$ cat src/rtl/frame_window.sv
// frame_window: frame-window watchdog; WDRST opens an FWLEN-cycle window, WDSRVC re-arms it, sticky FWOVR flags expiry, FWCNT/FWACT expose count and armed state
module frame_window #(
  parameter int CNT_W = 16
) (
  input  logic             CLK,
  input  logic             RSTN,
  input  logic             WDRST,
  input  logic             WDSRVC,
  input  logic [CNT_W-1:0] FWLEN,
  output logic             FWOVR,
  output logic [CNT_W-1:0] FWCNT,
  output logic             FWACT
);
  typedef enum logic [1:0] {IDLE, RUN, EXPIRED} state_t;
  state_t state, state_n;
  logic [CNT_W-1:0] cnt, cnt_n, len_q, len_n, cnt_inc;
  logic ovr_n;
  assign cnt_inc = cnt + 1'b1;
  always_ff @(posedge CLK or negedge RSTN)
    if (!RSTN) begin
      state <= IDLE;
      cnt   <= '0;
      len_q <= '0;
      FWOVR <= 1'b0;
    end else begin
      state <= state_n;
      cnt   <= cnt_n;
      len_q <= len_n;
      FWOVR <= ovr_n;
    end
  always_comb begin
    state_n = state;
    cnt_n   = cnt;
    len_n   = len_q;
    ovr_n   = FWOVR;
    if (WDRST) begin
      state_n = RUN;
      cnt_n   = '0;
      len_n   = FWLEN;
      ovr_n   = 1'b0;
    end else if (state == RUN) begin
      if (WDSRVC) cnt_n = '0;
      else if (len_q != '0) begin
        state_n = (cnt_inc == len_q) ? EXPIRED : RUN;
        ovr_n   = (cnt_inc == len_q);
        cnt_n   = cnt_inc;
      end
    end
  end
  always_comb begin
    FWACT = (state == RUN);
    FWCNT = cnt;
  end
endmodule

$ cat config.mk
export PLATFORM = sky130hd
export DESIGN_NAME = frame_window
export DESIGN_NICKNAME = d
export VERILOG_FILES = /design/src/rtl/frame_window.sv
export SDC_FILE = /design/constraint.sdc
export NUM_CORES = 1
export LEC_CHECK = 0
export CAP_MARGIN = 20
export CORE_MARGIN = 1.5
export CORE_UTILIZATION = 45
export CTS_CLUSTER_DIAMETER = 150
export CTS_CLUSTER_SIZE = 20
export DETAILED_ROUTE_END_ITERATION = 8
export PLACE_DENSITY = 0.73
export SETUP_SLACK_MARGIN = 0.2
export SYNTH_ARGS = -nofsm -noshare
export SYNTH_HDL_FRONTEND = slang
export SYNTH_SLANG_ARGS = --single-unit
$ cat constraint.sdc
create_clock -name CLK -period 2.07 [get_ports CLK]
set_input_delay 0.3105 -clock CLK [delete_from_list [all_inputs] [get_ports CLK]]
set_output_delay 0.3105 -clock CLK [all_outputs]
set_load 0.05 [all_outputs]
==> results.cfg <==
[clocking]
insertion_delay_ns = 0.30
cts_buffer_depth = 2
htree_levels = 2
cts_tree = built
cts.sinks = 34
cts-root-buf = clkbuf_8
path_clk_slew_ns = 0.08
postCtsHoldBufs = 0
numCtsBuffers = 5

[setup_path]
crit_arrival_ns = 2.21
rr_endpoint = FWCNT[4]$_DFFE_PN0P_
endpoint_kind = register
startpoint = len_q[5]$_DFFE_PN0P_
timing.critical_path.to = FWCNT[4]$_DFFE_PN0P_
path_max_fanout = 3
required_ns = 2.25
reg2reg_slack_ns = 0.04
worst-setup-path-type = register to register
worstSetupStartpointType = register
ff2ff_path_depth = 8
r2r-start = len_q[5]$_DFFE_PN0P_

[cells_and_area]
stdcell_count = 325
num_antenna_cells = 0
fill_cells = 299
seq_area_um2 = 865.8
nets = 293
drive_above_1_share_pct = 46.52
area_growth_pct = 53.71
multi_input_area_um2 = 1376

[synth]
synthCells = 198
avgSynthCellArea_um2 = 10.31
synth_edf_count = 0
syn_area_um2 = 2041
synth-seq-cells = 34
synth_top_area_share_pct = 41.69
synth_flop_cell = dfrtp_1
yosys.area.top_type = dfrtp_1
ys.warnings.count = 0
synth_nets = 219
yosysSeqAreaShare_pct = 41.69
ys_top_cells_by_area = dfrtp_1, mux2_2, xnor2_1
synth.distinct_cells = 44
async_reset_ff_share_pct = 100.0

[sta]
period_minus_slack_ns = 2.035
worstMarginPinSlew_ns = 0.5197
post-route-period-util_pct = 98.30
final-setup-viol-count = 0
finalClockSkew_ns = 0.01188
finalHoldViolations = 0
worst_slack_ns = 0.03524
rsz0062_at_grt = yes
fmax_ghz = 0.4915
slew_viol_final = 0
relSlewSlack_pct = 65.30

[floorplanning]
num_rows = 24
die_w_um = 70.34
start_util_pct = 46.87
pin_count = 38
die_y_um = 70.34
fp.dieArea_um2 = 4948
coreArea_um2 = 4354

[placement]
dpl_worst_slack_ns = -0.3020
dp_cells = 297
portBuffers = 37
gp_congestion = 0.8912
place_hpwl_mm = 3.644

[global_routing]
grt_pass1_wl_mm = 9.425
grt_overflow = 0
grt_pass1_vias = 1918
grt_max_degree = 35
antenna_found_initial = 0
grt_use_total_pct = 24.46

[hold_path]
hold_path.class = input pin to async pin

[drt]
num_vias = 1958
drtIter0Drc = 279
wl_per_cell_um = 19.19
totalWireLength_mm = 6.238
dr.pass1.iters = 4
drc = 0
ant_nets = 0
vias_per_cell = 6.025

[power]
powerDensity_nw_per_um2 = 484.0
power.leakage_uw = 0.001414
ir_worst_vdd_v = 0.0004087

[job]
maxCapViolCount = 0

[outcome]
status = completed
cell type report:
type	count	share of cell area (%)
multi-input cells	150	43.88
flip-flops and latches	34	27.60
repair buffers	79	23.29
clock buffers	7	2.752
well taps	52	2.074
inverters	2	0.2393
clock inverters	1	0.1596
per-stage QoR:
stage	power, µW	cell area (µm²)	hold WS (ns)	setup TNS [ns]	utilization (%)
2_1_floorplan	864.6	2077	0.01491	-0.04642	-
3_3_place_gp	969.4	2611	0.5279	-3.152	59.97
3_5_place_dp	975.3	2611	0.5391	-4.229	59.97
4_1_cts	1503	2864	0.4375	0	65.78
5_1_grt	1594	3137	0.4772	-0.09303	72.04
6_report	1518	3137	0.4206	0	72.04
synthesized netlist by cell type, types with 2 or more instances:
library cell and count:
o21ai_0 19, nand4_1 3, mux2_2 16, nand2b_1 2, inv_1 2, buf_6 3, nand3_1 8, nor2_1 13
dfrtp_1 34, nand2_1 8, xor2_1 9, a21oi_1 3, a31oi_1 4, nand4b_1 2, and3_1 6, nor4_1 4
buf_2 3, o41ai_1 2, clkbuf_1 4, nor3_1 2, nand3_2 2, o31ai_1 8, nor2b_1 3, xnor2_1 18
state kept, by name, summed over array words and instances (netlist names):
| register | flops |
|---|---|
| FWCNT | 16 |
| len_q | 16 |
| FWOVR | 1 |
| state | 1 |
where the power goes:
group	switching (µW)	internal (µW)
registers	42.2	698
logic	120	142
clock network	248	268
total	410	1110
logic make-up (layout without fill, tap and decap cells):
logic type                 count (synthesis)  after routing  share of synthesized area [%]
buffers and inverters                     14             89                          4.107
muxes                                     16             16                          8.829
AOI/OAI and AO/OA                         44             44                          15.14
adders and majority gates                  1              1                         0.6130
DFF                                       34             34                          41.69
and+or+nand+nor                           62             62                          18.03
xor gates and xnor gates                  27             27                          11.59
cell usage in the layout, fill, tap and decap left out, types with 3 or more instances in the layout:
cell type and n:
clkdlybuf4s50_1 18, nand3_2 4, dfrtp_2 12, nand4_1 3, o31ai_1 6, and3_1 3, xnor2_1 15, o21ai_1 7
clkbuf_8 6, buf_4 37, o21ai_2 9, dlymetal6s2s_1 6, xnor2_2 3, xor2_1 9, dfrtp_1 22, nand3_1 4
nor2_1 12, and3_4 3, mux2_2 16, dlygate4sd2_1 12, a31oi_1 4, buf_6 4, nand2_1 7
critical path: stages (launching register included):
cell and delay [ns]:
dfrtp_1 0.43, nor4_1 0.27, nand4_1 0.15, or4_4 0.47
buf_4 0.16, buf_6 0.10, and3_1 0.16, a21oi_2 0.11
o21ai_1 0.07
metal layers:
metal  track usage [%]  routed length, µm  up-vias  share of wire, %
met5                 0                  0        -                 0
met1             30.90               2521      973                40
met2             40.04               3133       99                50
li1                  -                  -      872                 -
met4             9.829                131        0               2.1
met3             5.916                451       14               7.2
repair_timing:
item | in CTS | in global routing
pin swaps | 12 | 14
gates resized for setup | 50 | 39
endpoints found under the setup margin | 30 | 24
buffers inserted | 5 | 14
gates cloned | 1 | 0
worst min path at each step:
stage                              start              endpoint  slack [ns]  cells past startpoint
finish                              RSTN  FWCNT[4]$_DFFE_PN0P_        0.42                      2
global route                        RSTN  FWCNT[4]$_DFFE_PN0P_        0.48                      2
CTS                                 RSTN  FWCNT[6]$_DFFE_PN0P_        0.44                      2
detailed placement  state[0]$_DFFE_PN0P_  state[0]$_DFFE_PN0P_        0.54                      1
global placement    state[0]$_DFFE_PN0P_  state[0]$_DFFE_PN0P_        0.53                      1
floorplan                           RSTN  FWCNT[0]$_DFFE_PN0P_        0.01                      0
Power figures use the tool's default switching activity.
